$ cat src/rtl/skid_fifo_pkg.sv
// Shared types and helpers for skid_fifo.
//   skid_st_t : occupancy state, re-derived each cycle from the next level
//   MIN_DEPTH / MAX_DEPTH : legal range of the DEPTH parameter
//   ptr_next  : ring pointer increment with explicit wrap (ring size need not be 2^n)
package skid_fifo_pkg;

  typedef enum logic [1:0] {EMPTY, BUSY, FULL} skid_st_t;

  localparam int unsigned MIN_DEPTH = 2;
  localparam int unsigned MAX_DEPTH = 256;

  function automatic int unsigned ptr_next(input int unsigned ptr, input int unsigned size);
    return (ptr + 1 >= size) ? 0 : ptr + 1;
  endfunction

endpackage

$ cat src/rtl/skid_fifo_ram.sv
// Skid storage ring for skid_fifo: ENTRIES x WIDTH flop array.
// Registered write, asynchronous read. Kept separate so it can be swapped for a
// latch array or SRAM macro without touching the control logic.
// Ports:
//   clk    clock
//   we     write enable
//   waddr  write address
//   wdata  write data
//   raddr  read address
//   rdata  read data (combinational from raddr)
module skid_fifo_ram #(
  parameter int unsigned ENTRIES = 3,
  parameter int unsigned WIDTH   = 9,
  localparam int unsigned AW     = (ENTRIES > 1) ? $clog2(ENTRIES) : 1
) (
  input  logic             clk,
  input  logic             we,
  input  logic [AW-1:0]    waddr,
  input  logic [WIDTH-1:0] wdata,
  input  logic [AW-1:0]    raddr,
  output logic [WIDTH-1:0] rdata
);

  logic [WIDTH-1:0] mem_q [ENTRIES];

  // Storage carries no reset: contents are only read once the level says valid.
  always_ff @(posedge clk) begin
    if (we) begin
      mem_q[waddr] <= wdata;
    end
  end

  assign rdata = mem_q[raddr];

endmodule

$ cat src/rtl/skid_fifo.sv
// skid_fifo: elastic valid/ready pipeline stage. A registered output stage plus a
// ring of DEPTH-1 skid entries; s_ready and m_valid both come straight from flops.
// Optional build macro SKID_FIFO_PKT_CNT_EN adds the pkt_count output.
// Ports:
//   clk, rstn       clock, asynchronous active-low reset
//   flush           synchronous discard of all contents (highest priority)
//   s_valid/s_ready upstream handshake (s_ready registered)
//   s_data/s_last   upstream payload and end-of-packet marker
//   m_valid/m_ready downstream handshake (m_valid registered)
//   m_data/m_last   registered head-of-queue payload and marker
//   level           registered count of stored words, 0..DEPTH
//   pkt_count       (SKID_FIFO_PKT_CNT_EN only) stored words carrying last
module skid_fifo
  import skid_fifo_pkg::*;
#(
  parameter int unsigned WORD_WIDTH = 8,
  parameter int unsigned DEPTH      = 4,
  localparam int unsigned LW        = $clog2(DEPTH + 1)
) (
  input  logic                  clk,
  input  logic                  rstn,
  input  logic                  flush,
  input  logic                  s_valid,
  output logic                  s_ready,
  input  logic [WORD_WIDTH-1:0] s_data,
  input  logic                  s_last,
  output logic                  m_valid,
  input  logic                  m_ready,
  output logic [WORD_WIDTH-1:0] m_data,
  output logic                  m_last,
  output logic [LW-1:0]         level
`ifdef SKID_FIFO_PKT_CNT_EN
  ,
  output logic [LW-1:0]         pkt_count
`endif
);

  localparam int unsigned RING = DEPTH - 1;
  localparam int unsigned PW   = (RING > 1) ? $clog2(RING) : 1;

  if (DEPTH < MIN_DEPTH || DEPTH > MAX_DEPTH) begin : gen_depth_check
    $error("skid_fifo: DEPTH must be within 2..256");
  end

  logic [LW-1:0]         level_q, level_d, next_level;
  skid_st_t              state_q, state_d;
  logic                  s_ready_q, s_ready_d;
  logic                  m_valid_q, m_valid_d;
  logic [WORD_WIDTH-1:0] m_data_q, m_data_d;
  logic                  m_last_q, m_last_d;
  logic [PW-1:0]         wr_ptr_q, wr_ptr_d;
  logic [PW-1:0]         rd_ptr_q, rd_ptr_d;

  logic                  push, pop;
  logic                  ring_empty, out_empty;
  logic                  direct_load, ring_load, ring_we;
  logic [WORD_WIDTH:0]   ring_rdata;

  always_comb begin
    push       = s_valid & s_ready_q;
    pop        = m_valid_q & m_ready;
    next_level = level_q + LW'(push) - LW'(pop);

    // Output register holds one word whenever level != 0, so the ring holds level-1.
    out_empty  = (state_q == EMPTY);
    ring_empty = (level_q <= LW'(1));

    // Bypass the ring only when nothing older can be waiting in it.
    direct_load = push & (out_empty | (pop & ring_empty));
    ring_load   = pop & ~ring_empty;
    ring_we     = push & ~direct_load & ~flush;

    m_data_d = m_data_q;
    m_last_d = m_last_q;
    wr_ptr_d = wr_ptr_q;
    rd_ptr_d = rd_ptr_q;
    level_d  = next_level;

    if (flush) begin
      // Contents discarded; m_data keeps its stale value.
      level_d  = '0;
      wr_ptr_d = '0;
      rd_ptr_d = '0;
    end else begin
      if (direct_load) begin
        m_data_d = s_data;
        m_last_d = s_last;
      end else if (ring_load) begin
        m_data_d = ring_rdata[WORD_WIDTH-1:0];
        m_last_d = ring_rdata[WORD_WIDTH];
      end
      if (ring_we) begin
        wr_ptr_d = PW'(ptr_next(32'(wr_ptr_q), RING));
      end
      if (ring_load) begin
        rd_ptr_d = PW'(ptr_next(32'(rd_ptr_q), RING));
      end
    end

    // Handshake flops look ahead at the next level, so no overflow despite registering.
    s_ready_d = (level_d < LW'(DEPTH));
    m_valid_d = (level_d != '0);

    if (level_d == '0) begin
      state_d = EMPTY;
    end else if (level_d == LW'(DEPTH)) begin
      state_d = FULL;
    end else begin
      state_d = BUSY;
    end
  end

  always_ff @(posedge clk or negedge rstn) begin
    if (!rstn) begin
      level_q   <= '0;
      state_q   <= EMPTY;
      s_ready_q <= 1'b1;
      m_valid_q <= 1'b0;
      m_data_q  <= '0;
      m_last_q  <= 1'b0;
      wr_ptr_q  <= '0;
      rd_ptr_q  <= '0;
    end else begin
      level_q   <= level_d;
      state_q   <= state_d;
      s_ready_q <= s_ready_d;
      m_valid_q <= m_valid_d;
      m_data_q  <= m_data_d;
      m_last_q  <= m_last_d;
      wr_ptr_q  <= wr_ptr_d;
      rd_ptr_q  <= rd_ptr_d;
    end
  end

  skid_fifo_ram #(
    .ENTRIES (RING),
    .WIDTH   (WORD_WIDTH + 1)
  ) u_ram (
    .clk   (clk),
    .we    (ring_we),
    .waddr (wr_ptr_q),
    .wdata ({s_last, s_data}),
    .raddr (rd_ptr_q),
    .rdata (ring_rdata)
  );

  assign s_ready = s_ready_q;
  assign m_valid = m_valid_q;
  assign m_data  = m_data_q;
  assign m_last  = m_last_q;
  assign level   = level_q;

`ifdef SKID_FIFO_PKT_CNT_EN
  logic [LW-1:0] pkt_q, pkt_d;

  always_comb begin
    pkt_d = pkt_q;
    if (flush) begin
      pkt_d = '0;
    end else begin
      pkt_d = pkt_q + LW'(push & s_last) - LW'(pop & m_last_q);
    end
  end

  always_ff @(posedge clk or negedge rstn) begin
    if (!rstn) begin
      pkt_q <= '0;
    end else begin
      pkt_q <= pkt_d;
    end
  end

  assign pkt_count = pkt_q;
`endif

endmodule

$ cat config.mk
export PLATFORM = sky130hd
export DESIGN_NAME = skid_fifo
export DESIGN_NICKNAME = d
export VERILOG_FILES = /design/src/rtl/skid_fifo_pkg.sv /design/src/rtl/skid_fifo_ram.sv /design/src/rtl/skid_fifo.sv
export SDC_FILE = /design/constraint.sdc
export NUM_CORES = 1
export LEC_CHECK = 0
export BUFFER_PORTS_ARGS = -buffer_cell sky130_fd_sc_hd__buf_2
export CAP_MARGIN = 20
export CORE_MARGIN = 2
export CORE_UTILIZATION = 55
export DETAILED_ROUTE_END_ITERATION = 16
export GPL_TIMING_DRIVEN = 0
export PLACE_DENSITY = 0.76
export SKIP_LAST_GASP = 1
export SYNTH_ARGS = -nofsm -noshare
export SYNTH_HDL_FRONTEND = slang
export SYNTH_SLANG_ARGS = --single-unit
$ cat constraint.sdc
create_clock -name clk -period 3.36 [get_ports clk]
set_input_delay 0.168 -clock clk [delete_from_list [all_inputs] [get_ports clk]]
set_output_delay 0.168 -clock clk [all_outputs]
set_load 0.01 [all_outputs]
# Yosys cells after proc, flatten, opt, wreduce, memory -nomap -nowiden
# Memories as Yosys holds them, arrays and structs flattened.
# Index checks and enable logic that the tools add are counted.
[totals]
reg_bits = 20
ram_bits = 27
inputBits = 14
out_inout_bits = 14
wordCells = 51
mem_count = 1
[classes]
n_addsub = 4
magnitude_cmp = 4
n_eq_ne = 1
n_mux = 15
bitwise = 11
reduce_logical = 7
[memory_table]
columns = ["memory", "words", "word_bits", "rd", "rd_ports_with_merged_regs", "write_ports", "line", "rtl"]
rows = [
  ["u_ram.mem_q", 3, 9, 1, 0, 1, "skid_fifo_ram.sv:24", "logic [WIDTH-1:0] mem_q [ENTRIES];"],
]
[op_table]
columns = ["op", "count"]
rows = [
  ["$mux 2", 8],
  ["$mux 8", 2],
  ["$and 1x1->1", 7],
  ["$add 2x1->3 const B", 2],
  ["$ge 3x2->1 const B", 2],
  ["$reduce_bool 2->1", 3],
  ["$mux 1", 4],
  ["$add 3x1->3", 1],
  ["$eq 3x3->1 const B", 1],
  ["$le 3x1->1 const B", 1],
  ["$logic_not 3->1", 1],
  ["$lt 3x3->1 const B", 1],
  ["$mux 3", 1],
  ["$not 1->1", 3],
  ["$reduce_bool 3->1", 1],
  ["$sub 3x1->3", 1],
  ["$logic_not 2->1", 1],
  ["$reduce_and 2->1", 1],
  ["$or 1x1->1", 1],
]

# Logic depth before layout (Yosys ltp)
# Gate-level depths: netlist (run 1).
[depth]
word_depth = 9
mapped_depth = 9
mapped_depth_nobuf = 8

# Cells and area by module
# Synthesis (run 1) repeated with hierarchy kept, for this count alone.
[unflattened]
cells_unflattened = 176
hier_area_um2 = 2239.6
[modules_own_cells]
columns = ["module", "instances", "cells_each", "area_each_um2", "seq_area_each_um2"]
rows = [
  ["skid_fifo", 1, 116, 1197.4, 501.7],
  ["skid_fifo_ram", 1, 60, 1042.2, 810.8],
]

# Worst setup path before layout (run 1)
# OpenSTA, ideal clock, no wires.
[synth_path]
path_type = "flip-flop to flip-flop"
start = "reg level_q[1], in the netlist level[1]"
end = "mem u_ram.mem_q[2][0] (enable)"
setup_time_ps = 403
arrival_time_ps = 2393
required_ps = 2957
slack_ps = 564
path_stages_with_launch = 7
n_path_buf = 0
period_less_slack_ps = 2796
path_cell_list = "dfrtp_1 inv_1 ha_1 a21bo_2 a21oi_4 or2_2 nor4b_1"
[synth_via]
elab_chain_len = 9
[synth_lines]
columns = ["item", "line", "rtl"]
rows = [
  ["start: declaration", "skid_fifo.sv:45", "logic [LW-1:0] level_q, level_d, next_level;"],
  ["start signal: assignment", "skid_fifo.sv:124", "level_q <= level_d;"],
  ["$le 3x1->1", "skid_fifo.sv:66", "ring_empty = (level_q <= LW'(1));"],
  ["$and 1x1->1", "skid_fifo.sv:69", "direct_load = push & (out_empty | (pop & ring_empty));"],
  ["$or 1x1->1", "skid_fifo.sv:69", ""],
  ["$and 1x1->1", "skid_fifo.sv:69", ""],
  ["$not 1->1", "skid_fifo.sv:71", "ring_we = push & ~direct_load & ~flush;"],
  ["$and 1x1->1 (2 in series)", "skid_fifo.sv:71", ""],
  ["$mux 1", "skid_fifo_ram.sv:28", "if (we) begin"],
  ["$mux 1 (implied by the code)", "skid_fifo_ram.sv:29", "mem_q[waddr] <= wdata;"],
  ["end: declaration", "skid_fifo_ram.sv:24", ""],
]
# No other way between the ends.

# Worst setup path after layout (run 1)
[layout_path]
start = "reg level_q[1], in the netlist level[1]"
end = "mem u_ram.mem_q[2][2] (enable)"
# Same word-level chain as after synthesis.

==> results of run 1 <==
==> through the flow <==
step / total power, mW / hold slack, ns
5_1_grt: 2.17 / 0.0657
2_1_floorplan: 1.39 / -0.128
3_3_place_gp: 1.58 / 0.137
6_report: 2.04 / 0.0712
4_1_cts: 2.06 / 0.0640
3_5_place_dp: 1.63 / 0.147
==> metal layers <==
| layer | up-vias | track usage | share of wire |
|---|---|---|---|
| li1 | 708 | - | - |
| met2 | 29 | 0.370 | 0.50 |
| met4 | 0 | 0.0740 | 0.012 |
| met3 | 6 | 0.0583 | 0.040 |
| met5 | - | 0 | 0 |
| met1 | 724 | 0.292 | 0.44 |
==> cell families after synthesis <==
logic type,synth area share
flip-flops,0.595
XOR/XNOR,0.00795
adder cells (fa/ha/maj),0.0261
buffers and inverters,0.0357
multiplexers,0.0499
AO/OA/AOI/OAI,0.182
AND/OR/NAND/NOR,0.103
==> cells in the final DEF, fill, tap and decap left out, types with 2 or more instances in the layout <==
master	n
edfxtp_1	27
nor2_1	6
ha_1	3
dfrtp_1	19
buf_4	2
o21ai_0	11
clkbuf_1	3
buf_2	29
o211ai_1	9
clkbuf_8	5
mux2i_1	11
inv_1	4
nor4b_2	2
a41oi_2	8
or2_2	2
buf_6	3
nor2b_1	2
nand2_1	12
a21oi_1	11
nand3_1	9
==> final cells by class <==
cell class | count | area (µm²) | share of cell area
Timing Repair Buffer | 29 | 155 | 0.0607
Clock buffer | 5 | 68.8 | 0.0269
Inverter | 5 | 18.8 | 0.00734
Multi-Input combinational cell | 107 | 832 | 0.326
Clock inverter | 3 | 46.3 | 0.0181
Sequential cell | 47 | 1310 | 0.513
Tap cell | 50 | 62.6 | 0.0245
Buffer | 9 | 60.1 | 0.0235
==> cell usage after synthesis (all sizes together) <==
| cell type | instances |
|---|---|
| edfxtp | 27 |
| clkinv | 1 |
| or4b | 1 |
| fa | 1 |
| ha | 3 |
| mux2i | 11 |
| buf | 6 |
| a21boi | 1 |
| nand2b | 1 |
| nor3 | 1 |
| a211o | 1 |
| xor2 | 1 |
| nor2b | 2 |
| nand2 | 13 |
| or4 | 1 |
| dfstp | 1 |
| nand3 | 9 |
| inv | 4 |
| a21oi | 12 |
| o211ai | 9 |
| nor3b | 1 |
| or3b | 1 |
| o32ai | 1 |
| nor4b | 2 |
| o21ai | 12 |
| or2 | 2 |
| clkbuf | 3 |
| dfrtp | 19 |
| a41oi | 9 |
| nor2 | 7 |
| a21bo | 1 |
| a2bb2oi | 1 |
| and2 | 1 |
| nor4 | 1 |
| xnor2 | 1 |
==> sequential cells by signal (all words and copies together) (netlist names), 2 cells and up <==
signal and cells:
m_data 8, state_q 2, level 3, u_ram.mem_q 27
rd_ptr_q 2, wr_ptr_q 2
==> worst max path at each step <==
stage | start | end | slack, ns | cells after the start
after global routing | level[1]$_DFF_PN0_ | u_ram.mem_q[2][4]$_DFFE_PP_ | 0.52 | 6
after floorplan | level[1]$_DFF_PN0_ | u_ram.mem_q[2][0]$_DFFE_PP_ | 0.56 | 6
after global placement | level[1]$_DFF_PN0_ | u_ram.mem_q[1][1]$_DFFE_PP_ | 0.13 | 6
final | level[1]$_DFF_PN0_ | u_ram.mem_q[2][2]$_DFFE_PP_ | 0.70 | 6
after detailed placement | level[1]$_DFF_PN0_ | u_ram.mem_q[2][3]$_DFFE_PP_ | 0.73 | 6
after CTS | level[1]$_DFF_PN0_ | u_ram.mem_q[2][5]$_DFFE_PP_ | 0.71 | 6
==> critical path: cells and delay by family, from the launching register on <==
family	cells	cell delay [ns]
and+or+nand+nor	2	1.22
DFF	1	0.45
AOI/OAI and AO/OA	2	0.31
adders and majority gates	1	0.21
buffers and inverters	1	0.10
==> timing repair <==
| item | in CTS | in global routing |
|---|---|---|
| hold endpoints to repair | 19 | 0 |
| resized for setup | 0 | 0 |
| hold buffers | 1 | 0 |
==> power groups by stage <==
stage	logic, mW	registers, mW	clock network (mW)
3_5_place_dp	0.797	0.829	0
2_1_floorplan	0.539	0.853	0
6_report	0.806	0.817	0.420
3_3_place_gp	0.763	0.815	0
5_1_grt	0.890	0.837	0.446
4_1_cts	0.811	0.817	0.431
==> summary.md, run 1 <==
| Metric | Value |
|---|---|
| Status | `finished, final reports clean` |
| Initial core utilization | `0.563` |
| Crit path max fanout | `9` |
| Syn avg cell area | `13.1 µm²` |
| Fin. max-slew vios | `0` |
| LEAKAGE | `0.924 nW` |
| Critical Path Sink Type | `flip-flop` |
| RSZ-0062 raised after global routing | `false` |
| Port Buffer Count | `26` |
| Total GRT Usage | `0.225` |
| Critical path required time | `3.29 ns` |
| Vias per cell | `5.75` |
| Final WL | `4.39 mm` |
| Register area share after synthesis | `0.595` |
| Clk_lat worst skew | `0.31 ns` |
| Vias | `1467` |
| RePlAce Congestion | `0.793` |
| Slew @ Worst Pin | `1.04 ns` |
| DR pass1 iterations | `4` |
| Sw Pwr | `0.744 mW` |
| Fin cells | `255` |
| Pre-CTS setup slack | `0.731 ns` |
| Worst path slowest cell | `nor4b_2` |
| Worst VDD drop | `0.518 mV` |
| Sw Share | `0.364` |
| Critical path's largest stage delay | `0.90 ns` |
| Layout cells sized above 1 | `0.302` |
| Hold Path Cell Cnt | `1` |
| Flop pwr share | `0.400` |
| Cts bufs inserted | `5` |
| Syn Nets | `186` |
| Post-CTS setup buffers | `0` |
| Inst Count DP | `246` |
| Total negative slack | `0 ns` |
| YS warnings | `0` |
| DRC viols | `0` |
| DR WL/cell | `17.2 µm` |
| Row cnt | `23` |
| Fin nets | `222` |
| Grt ovf | `0` |
| Core ar. | `0.00391 mm²` |
| Syn Inst Count | `168` |
| Max Root-Sink Buffers | `2` |
| Layout area overhead | `15.9%` |
| Clock power share | `0.205` |
| Hold crit path type | `input pin to flip-flop` |
| Placed wire-length estimate | `3.26 mm` |
| Synth unique cells | `41` |
| Syn Std Cell Area | `0.00220 mm²` |
| DP Area | `0.00243 mm²` |
| Worst slew margin | `0.306` |
| Post-layout util | `0.653` |
| First-pass GRT wire length | `7.23 mm` |
| Largest cells by area after synthesis | `edfxtp_1 (37%), dfrtp_1 (22%), a41oi_2 (5.9%)` |
| Logic pwr share | `0.395` |
| Reg clk slew, reported paths | `0.09 ns` |
| Number of global-route vias before repair | `1465` |
| CP startpoint kind | `flip-flop` |
| First-iteration detailed-routing DRC count | `91` |
| CP Class | `flip-flop to flip-flop` |
| Hold_sp | `s_data[2]` |
| Worst R2R Setup Slack | `0.70 ns` |
| Max Cap Viol | `0` |
| Clock skew | `0.0107 ns` |
| Reg2Reg Depth | `6` |
| Post-DRT Antenna Nets | `0` |
| # IOs | `28` |
| WHS Endpoint | `u_ram.mem_q[0][2]$_DFFE_PP_` |
| Critical R2R Launch | `level[1]$_DFF_PN0_` |
| H-tree depth | `2` |
| Largest net degree at the start of global routing | `21` |
| Number of setup violations in the final report | `0` |
| Final hold vios | `0` |
| Minimum clock period | `2.66 ns` |
| Period Utilization, post-route | `0.791` |
| Number of diodes | `0` |
| Crit-path cells | `inv_1, ha_1, a21bo_2, a21oi_4, or2_2, nor4b_2` |
| Final setup margin | `0.703 ns` |
| Die width | `67.3 µm` |
| CTS root buffer | `clkbuf_8` |
| Post-synth top area cell | `edfxtp_1` |
| Int Power | `1.30 mW` |
| Die area | `0.00453 mm²` |
| Initial antenna violation count | `0` |
| Synth top area share | `0.368` |
| #FFs+latches synth | `47` |
| Max Clk Rate | `376 MHz` |
| Design Area, Final | `0.00256 mm²` |
| CTS tree | `built` |
| Critical Path AT | `2.59 ns` |
| Reg-to-reg endpoint | `u_ram.mem_q[2][2]$_DFFE_PP_` |
| # clock sinks | `47` |
| Number of fill cells | `321` |
| Die extent in y | `67.3 µm` |
| Power Dens Cells | `799 mW/mm²` |
No activity file was read; power rests on OpenSTA's default activity.
==> inputs of run 2 (changes only) <==
ABC_AREA = 1   (was default)
PLACE_DENSITY = 0.77   (was 0.76)
clock period = 2.5 ns   (was 3.36 ns; I/O delays follow)
==> summary.md, run 2 <==
| Metric | Value |
|---|---|
| Mux cell area share after synthesis | `0` |
| Final setup margin | `0.248 ns` |
| Die width | `65.0 µm` |
| # IOs | `28` |
| Critical path required time | `2.53 ns` |
| Most common cell in the netlist | `nand2_1` |
| CP startpoint kind | `flip-flop` |
| Post-synthesis compound-gate area fraction | `0.0409` |
| Syn avg cell area | `10.6 µm²` |
| Synth top area share | `0.396` |
| DR WL/cell | `13.5 µm` |
| Hold_sp | `s_last` |
| First-iteration detailed-routing DRC count | `65` |
| Worst VDD drop | `0.723 mV` |
| Largest cells by area after synthesis | `edfxtp_1 (40%), dfrtp_1 (23%), nand2_1 (14%)` |
| YS warnings | `0` |
| Adder-Cell Fraction of Synth Area | `0.0281` |
| Max Root-Sink Buffers | `2` |
| Max Cap Viol | `0` |
| Vias per cell | `4.99` |
| Max FFs per register | `27` |
| RePlAce Congestion | `0.745` |
| First-pass GRT wire length | `6.31 mm` |
| Number of global-route vias before repair | `1354` |
| Critical Path AT | `2.28 ns` |
| Worst Setup SP | `level[1]$_DFF_PN0_` |
| Period Utilization, post-route | `0.901` |
| Initial antenna violation count | `0` |
| Post-synth top area cell | `edfxtp_1` |
| Primary FF master, synth | `edfxtp_1` |
| Syn Inst Count | `194` |
| Placed wire-length estimate | `2.56 mm` |
| Pre-CTS setup slack | `0.253 ns` |
| Syn Nets | `212` |
| Worst slew margin | `0.453` |
| CTS root buffer | `clkbuf_8` |
| Slew @ Worst Pin | `0.817 ns` |
| Inst Count DP | `270` |
| Fin. max-slew vios | `0` |
| Vias | `1393` |
| Simple-gate share of the synthesized area | `0.246` |
| Critical R2R Launch | `level[1]$_DFF_PN0_` |
| Power Dens Cells | `1140 mW/mm²` |
| DP Area | `0.00225 mm²` |
| Max Clk Rate | `444 MHz` |
| Row cnt | `22` |
| Cts hold-fix bufs | `1` |
| Initial core utilization | `0.564` |
| Syn Std Cell Area | `0.00205 mm²` |
| Layout cells sized above 1 | `0.234` |
| Largest family of logic cells by synthesized area | `simple AND/OR/NAND/NOR gates` |
| Number of synthesized flops with an enable pin | `27` |
| Die extent in y | `65.0 µm` |
| Port Buffer Count | `27` |
| Post-DRT Antenna Nets | `0` |
| Asr flop ratio synth | `0.426` |
| Largest Register | `u_ram.mem_q` |
| Largest net degree at the start of global routing | `21` |
| Critical Path Sink Type | `flip-flop` |
| H-tree depth | `2` |
| Number of diodes | `0` |
| Commonest non-fill, non-tap cell in the layout | `nand2_1` |
| DR pass1 iterations | `4` |
| Synth unique cells | `26` |
| Hold crit path type | `input pin to flip-flop` |
| Number of setup violations in the final report | `0` |
| Post_cts resized | `0` |
| Most frequent cells in the layout | `nand2_1 (76), buf_2 (30), edfxtp_1 (27)` |
| Top cells by count, synth | `nand2_1 (76), edfxtp_1 (27), dfrtp_1 (19)` |
| Clk_lat worst skew | `0.31 ns` |
| DRC viols | `0` |
| Clock skew | `0.00690 ns` |
| Cts bufs inserted | `5` |
| Die area | `0.00423 mm²` |
| CP Class | `flip-flop to flip-flop` |
| Crit path max fanout | `5` |
| Final hold vios | `0` |
| Post-synthesis xor/xnor area fraction | `0.00428` |
| Status | `finished, final reports clean` |
| Reg clk slew, reported paths | `0.09 ns` |
| Design Area, Final | `0.00238 mm²` |
| Total GRT Usage | `0.207` |
| Grt ovf | `0` |
| Final WL | `3.77 mm` |
| RSZ-0062 raised after global routing | `false` |
| #FFs+latches synth | `47` |
| Post-CTS setup buffers | `0` |
| Layout area overhead | `16.0%` |
| Minimum clock period | `2.25 ns` |
| Fin nets | `248` |
| CTS tree | `built` |
| Register area share after synthesis | `0.641` |
| Core ar. | `0.00363 mm²` |
| LEAKAGE | `1.12 nW` |
| Fin cells | `279` |
| # clock sinks | `47` |
## run 2: kinds of logic after synthesis
| logic type | Yosys count |
|---|---|
| AO/OA/AOI/OAI | 11 |
| adder cells (fa/ha/maj) | 4 |
| XOR/XNOR | 1 |
| AND/OR/NAND/NOR | 113 |
| flip-flops | 47 |
| buffers and inverters | 18 |
## run 2: cell type report
cell class | count | area [µm²]
clock inverter | 3 | 46.3
clock buffer | 5 | 68.8
fill | 306 | 1260
timing repair buffer | 29 | 153
multi-input combinational | 129 | 653
inverter | 14 | 52.6
tap | 48 | 60.1
sequential | 47 | 1310
buffer | 4 | 30.0
## run 2: worst paths after layout
path | to | slack, ns | cells after the start
setup / recovery | u_ram.mem_q[2][2]$_DFFE_PP_ | 0.25 | 9
hold / removal | u_ram.mem_q[1][8]$_DFFE_PP_ | 0.03 | 1
setup reg to reg | u_ram.mem_q[2][2]$_DFFE_PP_ | 0.25 | 9
hold reg to reg | m_data[5]$_DFFE_PN0P_ | 0.48 | 2
max in group asynchronous | s_ready$_DFF_PN1_ | 1.86 | 2
min in group asynchronous | wr_ptr_q[1]$_DFFE_PN0P_ | 0.29 | 2
## run 2: stage by stage
step	TNS, ns	power [mW]	utilization	hold slack, ns
floorplan	0	1.86	-	-0.171
global placement	-0.297	2.13	0.617	0.103
detailed placement	0	2.16	0.619	0.111
CTS	0	2.73	0.654	0.0253
global route	0	2.93	0.654	0.0325
finish	0	2.71	0.654	0.0334
## run 2: report_power, final
group | internal, mW | leakage (nW) | total [mW] | switching (mW)
logic | 0.385 | 0.566 | 1.07 | 0.683
registers | 0.991 | 0.499 | 1.07 | 0.0805
clock network | 0.301 | 0.0548 | 0.570 | 0.269
## run 2: per-layer routing
layer / vias up / wire length [µm] / GRT usage
met3: 6 / 217 / 0.0660
met5: - / 0 / 0
li1: 710 / - / -
met4: 0 / 67 / 0.0990
met2: 42 / 1820 / 0.325
met1: 635 / 1670 / 0.260
## run 2: critical path, stage by stage (launching register included)
cell and delay [ns]:
dfrtp_1 0.42, inv_2 0.09, ha_1 0.14, nand2_1 0.06, nand2_2 0.08, nand2_2 0.05, nand2_2 0.07, nand4_1 0.17
nor3_1 0.62, buf_4 0.27
